File: config.mk
export PLATFORM = sky130hd
export DESIGN_NAME = serial_frame_receiver
export DESIGN_NICKNAME = d
export VERILOG_FILES = /design/src/rtl/serial_frame_receiver.sv
export SDC_FILE = /design/constraint.sdc
export NUM_CORES = 1
export LEC_CHECK = 0
export BUFFER_PORTS_ARGS = -buffer_cell sky130_fd_sc_hd__clkbuf_2
export CAP_MARGIN = 20
export CORE_UTILIZATION = 40
export CTS_BUF_LIST = sky130_fd_sc_hd__clkbuf_16
export DETAILED_ROUTE_END_ITERATION = 16
export PLACE_DENSITY = 0.7
export SKIP_LAST_GASP = 1
export SYNTH_ARGS = -nofsm -noshare
export SYNTH_HDL_FRONTEND = slang
export SYNTH_SLANG_ARGS = --single-unit
File: constraint.sdc
create_clock -name clk -period 3.5 [get_ports clk]
set_clock_uncertainty 0.15 [all_clocks]
set_input_delay 0.525 -clock clk [delete_from_list [all_inputs] [get_ports clk]]
set_output_delay 0.525 -clock clk [all_outputs]
set_load 0.01 [all_outputs]
File: src/rtl/serial_frame_receiver.sv
// serial_frame_receiver
// Receive end of the serial link. Hunts the one-bit stream for SYNC_PAT,
// captures the next DATA_W bits MSB first as a word, and reports each
// completed frame with a data_valid pulse and a saturating frame counter.

module serial_frame_receiver #(
    parameter int                SYNC_W   = 4,
    parameter logic [SYNC_W-1:0] SYNC_PAT = 4'b1011,
    parameter int                DATA_W   = 8,
    parameter int                CNT_W    = 8
) (
    input  logic              clk,
    input  logic              reset,
    input  logic              y_valid,
    input  logic              y,
    output logic              sync_det,
    output logic              busy,
    output logic [DATA_W-1:0] data,
    output logic              data_valid,
    output logic [CNT_W-1:0]  frame_cnt
);

    localparam int FILL_W = $clog2(SYNC_W + 1);
    localparam int BIT_W  = $clog2(DATA_W + 1);

    localparam logic [0:0] ST_HUNT    = 1'b0;
    localparam logic [0:0] ST_CAPTURE = 1'b1;

    // Fill level at which the history plus the incoming bit form a whole pattern
    localparam logic [FILL_W-1:0] FILL_MATCH = FILL_W'(SYNC_W - 1);
    localparam logic [FILL_W-1:0] FILL_MAX   = FILL_W'(SYNC_W);
    localparam logic [BIT_W-1:0]  BIT_LAST   = BIT_W'(DATA_W - 1);
    localparam logic [CNT_W-1:0]  CNT_MAX    = {CNT_W{1'b1}};

    logic [0:0]        state_q, state_d;
    logic [SYNC_W-1:0] hist_q, hist_d;
    logic [FILL_W-1:0] fill_q, fill_d;
    logic [DATA_W-1:0] cap_q, cap_d;
    logic [BIT_W-1:0]  bit_cnt_q, bit_cnt_d;
    logic [DATA_W-1:0] data_q, data_d;
    logic              data_valid_q, data_valid_d;
    logic              sync_det_q, sync_det_d;
    logic [CNT_W-1:0]  frame_cnt_q, frame_cnt_d;

    logic [SYNC_W-1:0] hist_shift;
    logic [DATA_W-1:0] cap_shift;
    logic              sync_match;

    // Candidate history/capture values if the current bit is consumed
    always_comb begin
        hist_shift = {hist_q[SYNC_W-2:0], y};
        cap_shift  = (cap_q << 1) | DATA_W'(y);
        sync_match = (fill_q >= FILL_MATCH) && (hist_shift == SYNC_PAT);
    end

    // Next-state logic: HUNT searches for the pattern, CAPTURE assembles the word
    always_comb begin
        state_d      = state_q;
        hist_d       = hist_q;
        fill_d       = fill_q;
        cap_d        = cap_q;
        bit_cnt_d    = bit_cnt_q;
        data_d       = data_q;
        frame_cnt_d  = frame_cnt_q;
        data_valid_d = 1'b0;
        sync_det_d   = 1'b0;

        if (y_valid) begin
            if (state_q == ST_HUNT) begin
                hist_d = hist_shift;
                if (fill_q != FILL_MAX) begin
                    fill_d = fill_q + FILL_W'(1);
                end
                if (sync_match) begin
                    sync_det_d = 1'b1;
                    state_d    = ST_CAPTURE;
                    bit_cnt_d  = '0;
                end
            end else begin
                cap_d     = cap_shift;
                bit_cnt_d = bit_cnt_q + BIT_W'(1);
                if (bit_cnt_q == BIT_LAST) begin
                    data_d       = cap_shift;
                    data_valid_d = 1'b1;
                    if (frame_cnt_q != CNT_MAX) begin
                        frame_cnt_d = frame_cnt_q + CNT_W'(1);
                    end
                    // Stale bits from this frame must never help form the next sync
                    hist_d    = '0;
                    fill_d    = '0;
                    bit_cnt_d = '0;
                    state_d   = ST_HUNT;
                end
            end
        end
    end

    // State registers with asynchronous active-low reset
    always_ff @(posedge clk or negedge reset) begin
        if (!reset) begin
            state_q      <= ST_HUNT;
            hist_q       <= '0;
            fill_q       <= '0;
            cap_q        <= '0;
            bit_cnt_q    <= '0;
            data_q       <= '0;
            data_valid_q <= 1'b0;
            sync_det_q   <= 1'b0;
            frame_cnt_q  <= '0;
        end else begin
            state_q      <= state_d;
            hist_q       <= hist_d;
            fill_q       <= fill_d;
            cap_q        <= cap_d;
            bit_cnt_q    <= bit_cnt_d;
            data_q       <= data_d;
            data_valid_q <= data_valid_d;
            sync_det_q   <= sync_det_d;
            frame_cnt_q  <= frame_cnt_d;
        end
    end

    assign sync_det   = sync_det_q;
    assign busy       = (state_q == ST_CAPTURE);
    assign data       = data_q;
    assign data_valid = data_valid_q;
    assign frame_cnt  = frame_cnt_q;

endmodule

==> flow_summary.json, run 1 <==
{
  "grt_pass1_wl_um": 4760,
  "netlist_area_um2": 1560,
  "grt_pass1_vias": 1052,
  "numCtsBuffers": 5,
  "cts-root-buf": "clkbuf_16",
  "critical_path_class": "reg2reg",
  "vias": 1100,
  "synth_top_cells_by_area": "dfrtp_1 (58%), nand2_1 (7.4%), mux2_2 (6.5%), ha_1 (4.0%), a22o_1 (2.2%)",
  "drv_cap": 0,
  "crit_fanout": 5,
  "routedWlPerCell_um": 13.3,
  "reg2reg_from": "fill_q[0]",
  "cts_resized": 0,
  "die_width_um": 64.5,
  "place_congestion": 0.778,
  "holdWs_ns": 0.209,
  "clock-sinks": 36,
  "yosysTopAreaCell": "dfrtp_1",
  "track_usage_pct": 15.6,
  "die_h_um": 64.5,
  "power_density_nw_per_um2": 782,
  "ant_nets": 0,
  "num_rows": 22,
  "cts_hold_buf": 0,
  "ios": 23,
  "clock.fmax_mhz": 525,
  "worstMarginPinSlew_ns": 0.874,
  "h-tree-depth": 2,
  "fin_crit_ns": 1.90,
  "fin_setup_tns_ns": 0,
  "p_leak_uw": 0.000970,
  "worstSkewPairLatency_ns": 0.27,
  "setup_ws_ns": 1.60,
  "yosysTopAreaCellShare_pct": 57.6,
  "cp-startpoint": "fill_q[0]",
  "drive_gt1_share_pct": 24.8,
  "cts_setup_buffers": 0,
  "post-route-period-util_pct": 54.4,
  "arrival_ns": 1.95,
  "overflow": 0,
  "dpl-instance-area_um2": 1710,
  "relSlewSlack_pct": 41.7,
  "register_area_um2": 901,
  "rsz0062_at_grt": "false",
  "finalHoldViolCount": 0,
  "syn_avg_cell_area_um2": 11.3,
  "finalInstanceArea_um2": 1850,
  "start_kind": "flop",
  "cts.clk_slew.worst_paths_ns": 0.05,
  "synth_fp_nets": 147,
  "ys_types": 31,
  "port-buffer-count": 22,
  "ys_seq_elements": 36,
  "dieArea_um2": 4160,
  "fin_cells": 213,
  "multi_input_area_um2": 624,
  "grt_start_max_net_pins": 37,
  "first_iter_violations": 53,
  "nFillCells": 353,
  "hpwl_um": 1980,
  "drt-total-wl_um": 2830,
  "drv_slew": 0,
  "hold_class": "in2async",
  "dr.pass1.iters": 4,
  "antennaDiodeCount": 0,
  "area_delta_synth_final_pct": 18.3,
  "synth-seq-area-share_pct": 57.6,
  "dp_cells": 206,
  "antenna_found_initial": 0,
  "required_ns": 3.54,
  "cts_tree": "built",
  "status": "complete, no violations",
  "coreArea_um2": 3720,
  "finalSetupViolCount": 0,
  "via_per_inst": 5.16,
  "synthCells": 138,
  "ir_worst_vdd_uv": 369,
  "cts_buffer_depth": 2,
  "crit_path_end_kind": "flop",
  "initial_core_util_pct": 42.1,
  "final_nets": 174,
  "drc_errors": 0,
  "preCtsSetupSlack_ns": 1.55,
  "yosysWarnings": 0
}
==> cell usage after synthesis <==
master,count
xnor2_1,3
nand3b_1,2
and4_1,1
and2_1,1
nor2b_1,1
and4b_1,1
a31oi_1,2
ha_1,5
nor3_1,1
nor2_8,1
nor2_1,3
nor4_1,2
nand2b_2,1
xor2_1,3
or3_1,1
a211o_1,1
a21oi_1,3
a21boi_0,1
dfrtp_1,36
nand2_2,2
buf_6,1
o21ai_0,6
o22ai_1,1
inv_1,5
a22o_1,4
buf_4,1
nand3_1,4
mux2_2,9
nand2_1,31
and2b_1,2
nand4_1,3
==> routing by layer <==
metal / part of all wire [%] / routed length [um] / vias up / global-route usage [%]
li1: - / - / 530 / -
met1: 44 / 1260 / 542 / 18.2
met2: 49 / 1400 / 24 / 25.5
met3: 4.9 / 139 / 4 / 6.34
met4: 1.3 / 36 / 0 / 5.83
met5: 0 / 0 / - / 0
==> layout make-up <==
class	instances	share of cell area, %
Clock inverter	2	0.474
Inverter	5	1.02
Tap cell	48	3.25
Clock buffer	5	6.77
Timing Repair Buffer	22	5.96
Multi-Input combinational cell	95	33.8
Sequential cell	36	48.7
==> critical path: stages, from the launching register on <==
cell and delay (ns):
dfrtp_1 0.42, ha_1 0.23, ha_1 0.19, a211o_1 0.29, a31oi_1 0.31, a21oi_1 0.09
o21ai_0 0.15
==> state kept, by name, summed over array words and instances, names as in the netlist <==
register,flops
bit_cnt_q,4
busy,1
cap_q,7
data,8
data_valid,1
fill_q,3
frame_cnt,8
hist_q,3
sync_det,1
==> logic make-up after synthesis <==
| group | synth area share, % |
|---|---|
| compound gates | 7.37 |
| xor+xnor | 3.36 |
| fa+ha+maj | 4.00 |
| buf+inv | 2.40 |
| flops | 57.6 |
| mux | 6.49 |
| simple gates | 18.7 |
==> cells in the final DEF (no fill, tap or decap), types with 2 or more instances in the layout <==
master,synthesis,routed
a21oi_1,3,3
xnor2_1,3,3
nand4_1,3,3
a22o_1,4,4
and2b_1,2,2
mux2_2,9,9
nand3_1,4,4
nand2_1,31,31
o21ai_0,6,6
nand2_2,2,2
ha_1,5,5
nor2_1,3,3
nand3b_1,2,2
dfrtp_1,36,36
clkbuf_2,0,22
a31oi_1,2,2
nor4_1,2,2
xor2_1,3,3
inv_1,5,6
clkbuf_16,0,5
==> per-stage QoR <==
step,util [%],power (uW)
global placement,46.1,1010
detailed placement,46.1,1050
finish,49.7,1450
CTS,49.7,1460
global route,49.7,1540
floorplan,-,912
==> where the power goes <==
| part | switching [uW] | internal, uW | leakage [uW] |
|---|---|---|---|
| clock network | 151 | 255 | 0.0000709 |
| logic | 202 | 170 | 0.000424 |
| registers | 114 | 554 | 0.000475 |
==> path summary, 6_finish.rpt <==
| check | endpoint | slack [ns] | cells past startpoint |
|---|---|---|---|
| max in group asynchronous | cap_q[5] | 2.45 | 1 |
| max | bit_cnt_q[3] | 1.60 | 6 |
| min reg2reg | cap_q[6] | 0.33 | 2 |
| min | frame_cnt[6] | 0.21 | 1 |
| min in group clk | cap_q[6] | 0.33 | 2 |
| max reg2reg | bit_cnt_q[3] | 1.60 | 6 |
Note: power is estimated with default switching activity, not from simulation.
==> run 2, diff against run 1 <==
==> constraint.sdc (replaced) <==
create_clock -name clk -period 1.8 [get_ports clk]
set_clock_uncertainty 0.15 [all_clocks]
set_input_delay 0.27 -clock clk [delete_from_list [all_inputs] [get_ports clk]]
set_output_delay 0.27 -clock clk [all_outputs]
set_load 0.01 [all_outputs]
==> run 2 against run 1 <==
  * Via count is 5.0% higher
  * Non-clock buffer count increased by 15
  * Global-route usage is 0.94 points higher
  * Flip-flop and latch count unchanged
  * Sequential share of layout area shrank 4.2 points
  * Cell count grew 7.5%
  * First-iteration DRC count decreased by 17%
==> flow_summary.json, run 2 (synthesis gave the netlist of run 1 again) <==
{
  "h-tree-depth": 2,
  "power_density_nw_per_um2": 1560,
  "critical_path_class": "reg2reg",
  "preCtsSetupSlack_ns": -0.00917,
  "drv_slew": 0,
  "r2r-end": "data[3]",
  "worstMarginPinSlew_ns": 0.443,
  "cts.clk_slew.worst_paths_ns": 0.06,
  "dr.pass1.iters": 4,
  "grt_start_max_net_pins": 37,
  "cts-root-buf": "clkbuf_16",
  "track_usage_pct": 16.5,
  "drt-total-wl_um": 3060,
  "nFillCells": 330,
  "drc_errors": 0,
  "finalSetupViolCount": 0,
  "numCtsBuffers": 5,
  "clock-sinks": 36,
  "final_nets": 189,
  "antenna_found_initial": 0,
  "mostFrequentLayoutCell": "dfrtp_1",
  "cts_tree": "built",
  "place_congestion": 0.739,
  "r2r_cells": 5,
  "ios": 23,
  "status": "complete, no violations",
  "hold_class": "in2reg",
  "reg2reg_from": "bit_cnt_q[0]",
  "required_ns": 1.82,
  "area_delta_synth_final_pct": 29.5,
  "vias": 1155,
  "worstSkewPairLatency_ns": 0.28,
  "crit_path_end_kind": "flop",
  "hold_end": "cap_q[0]",
  "ir_worst_vdd_uv": 866,
  "fin_util_pct": 54.5,
  "drv_cap": 0,
  "setup_ws_ns": 0.0425,
  "grt_pass1_vias": 1212,
  "r2r_slack_ns": 0.04,
  "relSlewSlack_pct": 70.5,
  "cpPeakStageDelay_ns": 0.38,
  "coreArea_um2": 3720,
  "initial_core_util_pct": 42.1,
  "antennaDiodeCount": 0,
  "crit_fanout": 7,
  "num_rows": 22,
  "die_width_um": 64.5,
  "overflow": 0,
  "clock.fmax_mhz": 569,
  "min_from": "y",
  "routedWlPerCell_um": 13.3,
  "drive_gt1_share_pct": 33.1,
  "ant_nets": 0,
  "holdPathStages": 3,
  "via_per_inst": 5.04,
  "cp-startpoint": "bit_cnt_q[0]",
  "die_h_um": 64.5,
  "dieArea_um2": 4160,
  "port-buffer-count": 22,
  "fin_crit_ns": 1.76,
  "final_cell_mix": "dfrtp_1 (36), nand2_1 (31), clkbuf_2 (22)",
  "post-route-period-util_pct": 97.6,
  "cts_buffer_depth": 2,
  "arrival_ns": 1.77,
  "hpwl_um": 2040,
  "crit_chain": "ha_2, nand3b_1, nor2_8, buf_4, mux2_2",
  "finalHoldViolCount": 0,
  "first_iter_violations": 44,
  "p_leak_uw": 0.00105,
  "cp_slowest_cell": "dfrtp_1",
  "rsz0062_at_grt": "true",
  "grt_pass1_wl_um": 5100,
  "start_kind": "flop"
}
run 2: cell type report:
class	count	area, um^2	area share, %
timing repair buffer	37	229	11.3
clock inverter	3	42.5	2.10
multi-input combinational	95	648	32.0
inverter	5	18.8	0.927
clock buffer	5	125	6.18
sequential	36	901	44.5
tap	48	60.1	2.97
run 2: per-stage QoR:
step                      TNS [ns]  area, um^2  hold WS (ns)  power (uW)  instances
after CTS                        0        1970        0.0777        3140        225
after floorplan                  0        1560        -0.176        1770        138
after detailed placement  -0.00917        1790         0.188        2140        216
after global routing        -0.278        2020        0.0931        3360        229
after global placement           0        1790         0.178        2080        216
final                            0        2020        0.0787        3150        229
run 2: power breakdown:
group / internal, uW / switching [uW]
clock: 649 / 322
combinational: 439 / 457
sequential: 1080 / 205
total: 2160 / 984
run 2: what timing repair did:
action | CTS | global route
resized for setup | 1 | 6
endpoints found under the hold margin | 36 | 0
hold buffers | 1 | 0
setup endpoints to repair | 1 | 14
buffers inserted | 0 | 4
pin swaps | 0 | 2
run 2: worst max-delay path by stage:
stage              endpoint  slack (ns)  cells after the start
2_1_floorplan       data[7]        0.10                      5
3_3_place_gp   bit_cnt_q[2]        0.08                      6
3_5_place_dp   bit_cnt_q[3]      -0.009                      6
4_1_cts        bit_cnt_q[3]        0.02                      6
5_1_grt             data[0]       -0.05                      5
6_report            data[3]        0.04                      5
run 2: critical path, delay by kind of cell (launching register included):
family	cells	cell delay, ns
adders and majority gates	1	0.20
buffers and inverters	1	0.18
DFF	1	0.38
muxes	1	0.34
and+or+nand+nor	2	0.39
run 2: metal layers:
metal / global-route usage (%) / share of wire [%] / routed length, um
met3: 7.39 / 4.5 / 137
met2: 27.6 / 49 / 1510
met1: 18.5 / 45 / 1370
met4: 5.83 / 1.5 / 45
met5: 0 / 0 / 0
==> run 3, diff against run 2 <==
--- a/config.mk
+++ b/config.mk
@@ -7,6 +7,7 @@
 export LEC_CHECK = 0
 export BUFFER_PORTS_ARGS = -buffer_cell sky130_fd_sc_hd__clkbuf_2
 export CAP_MARGIN = 20
+export CORE_MARGIN = 2
 export CORE_UTILIZATION = 40
 export CTS_BUF_LIST = sky130_fd_sc_hd__clkbuf_16
 export DETAILED_ROUTE_END_ITERATION = 16
==> constraint.sdc (replaced) <==
create_clock -name clk -period 2 [get_ports clk]
set_clock_uncertainty 0.15 [all_clocks]
set_input_delay 0.3 -clock clk [delete_from_list [all_inputs] [get_ports clk]]
set_output_delay 0.3 -clock clk [all_outputs]
set_load 0.01 [all_outputs]
==> run 3 against run 2 <==
  * First-iteration DRC count is 55% lower
  * Wire length decreased by 5.1%
  * Clock-buffer cell count unchanged
  * Cell count shrank 5.2%
  * Flip-flop and latch count unchanged
==> flow_summary.json, run 3 (synthesis gave the netlist of run 1 again) <==
{
  "antenna_found_initial": 0,
  "r2r_cells": 6,
  "finalSetupViolCount": 0,
  "h-tree-depth": 2,
  "place_congestion": 0.746,
  "vias": 1107,
  "num_rows": 22,
  "cts_tree": "built",
  "cpMostUsedCell": "ha_1",
  "cts-root-buf": "clkbuf_16",
  "cp-startpoint": "fill_q[0]",
  "numCtsBuffers": 5,
  "fin_setup_tns_ns": 0,
  "final_cell_mix": "dfrtp_1 (36), nand2_1 (31), clkbuf_2 (22)",
  "arrival_ns": 1.87,
  "ios": 23,
  "cp-endpoint": "bit_cnt_q[3]",
  "drv_slew": 0,
  "final_nets": 177,
  "port-buffer-count": 22,
  "finalInstanceArea_um2": 1910,
  "start_kind": "flop",
  "clock-sinks": 36,
  "rsz0062_at_grt": "false",
  "r2r_slack_ns": 0.17,
  "first_iter_violations": 20,
  "mostFrequentLayoutCell": "dfrtp_1",
  "wl_met2_um": 1460,
  "initial_core_util_pct": 42.1,
  "drt-total-wl_um": 2900,
  "routedWlPerCell_um": 13.4,
  "hold_class": "in2reg",
  "area_delta_synth_final_pct": 22.4,
  "critical_path_class": "reg2reg",
  "status": "complete, no violations",
  "r2r-end": "bit_cnt_q[3]",
  "cts_buffer_depth": 2,
  "wl_met1_um": 1300,
  "grt_pass1_vias": 1110,
  "grt_start_max_net_pins": 37,
  "ir_worst_vdd_uv": 690,
  "cts.clk_slew.worst_paths_ns": 0.05,
  "coreArea_um2": 3720,
  "cpPeakStageDelay_ns": 0.42,
  "via_per_inst": 5.10,
  "worstMarginPinSlew_ns": 0.452,
  "relSlewSlack_pct": 69.9,
  "power_density_nw_per_um2": 1410,
  "finalHoldViolCount": 0,
  "worstSkewPairLatency_ns": 0.28,
  "overflow": 0,
  "reg2reg_from": "fill_q[0]",
  "cts_setup_buffers": 0,
  "die_width_um": 66.5,
  "dr_wl_met3_um": 123,
  "dr.pass1.iters": 4,
  "grt_pass1_wl_um": 4910,
  "hpwl_um": 1970,
  "drive_gt1_share_pct": 27.2,
  "p_leak_uw": 0.000993,
  "track_usage_pct": 15.0,
  "crit_fanout": 5,
  "drc_errors": 0,
  "required_ns": 2.05,
  "clock.fmax_mhz": 547,
  "dieArea_um2": 4420,
  "crit_path_end_kind": "flop",
  "crit_chain": "ha_1, ha_1, a211o_1, a31oi_2, a21oi_1, o21ai_0",
  "post-route-period-util_pct": 91.4,
  "drv_cap": 0,
  "dpl-instance-area_um2": 1730,
  "antennaDiodeCount": 0,
  "fin_crit_ns": 1.83,
  "ant_nets": 0,
  "cp_slowest_cell": "dfrtp_1",
  "die_h_um": 66.5,
  "highest_layer": "met4"
}
==> run 3: repair_timing <==
item                       CTS  global route
gates resized for setup      0             1
setup endpoints to repair    0             1
hold endpoints to repair    36             0
hold buffers                 1             0
==> run 3: final cells by class <==
class | count | area [um^2]
Inverter | 5 | 18.8
Fill cell | 344 | 1800
Tap cell | 48 | 60.1
Sequential cell | 36 | 901
Timing Repair Buffer | 25 | 135
Clock buffer | 5 | 125
Multi-Input combinational cell | 95 | 631
Clock inverter | 3 | 42.5
==> run 3: worst min-delay path by stage <==
stage / startpoint / end / cells after the start
finish: y / cap_q[0] / 3
global route: y / cap_q[0] / 3
CTS: y / cap_q[0] / 3
detailed placement: reset / frame_cnt[6] / 2
global placement: reset / frame_cnt[6] / 2
floorplan: reset / bit_cnt_q[0] / 0
==> run 3: worst max-delay path, delay by kind of cell, from the launching register on <==
family | cells | cell delay [ns]
flip-flops | 1 | 0.42
AO/OA/AOI/OAI | 4 | 0.79
adder cells (fa/ha/maj) | 2 | 0.39
==> run 3: where the power goes <==
group	leakage (uW)	total [uW]	switching, uW	internal (uW)
Combinational	0.000438	658	351	307
Clock	0.0000798	872	288	584
Sequential	0.000475	1170	199	968
==> run 3: routing by layer <==
layer  track usage [%]  vias to the layer above
met2              25.6                       24
li1                  -                      534
met4              6.89                        0
met5                 0                        -
met3              4.05                        2
met1              17.3                      547
==> run 3: metrics by stage <==
stage               instances  utilization [%]  hold slack, ns  worst slack, ns  total power, uW
CTS                       217             51.3           0.114            0.100             2740
detailed placement        208             46.5           0.218            0.114             1840
finish                    217             51.5           0.121            0.171             2700
global route              217             51.5           0.145           0.0272             2880
global placement          208             46.5           0.208            0.238             1790
floorplan                 138                -          -0.146            0.302             1600
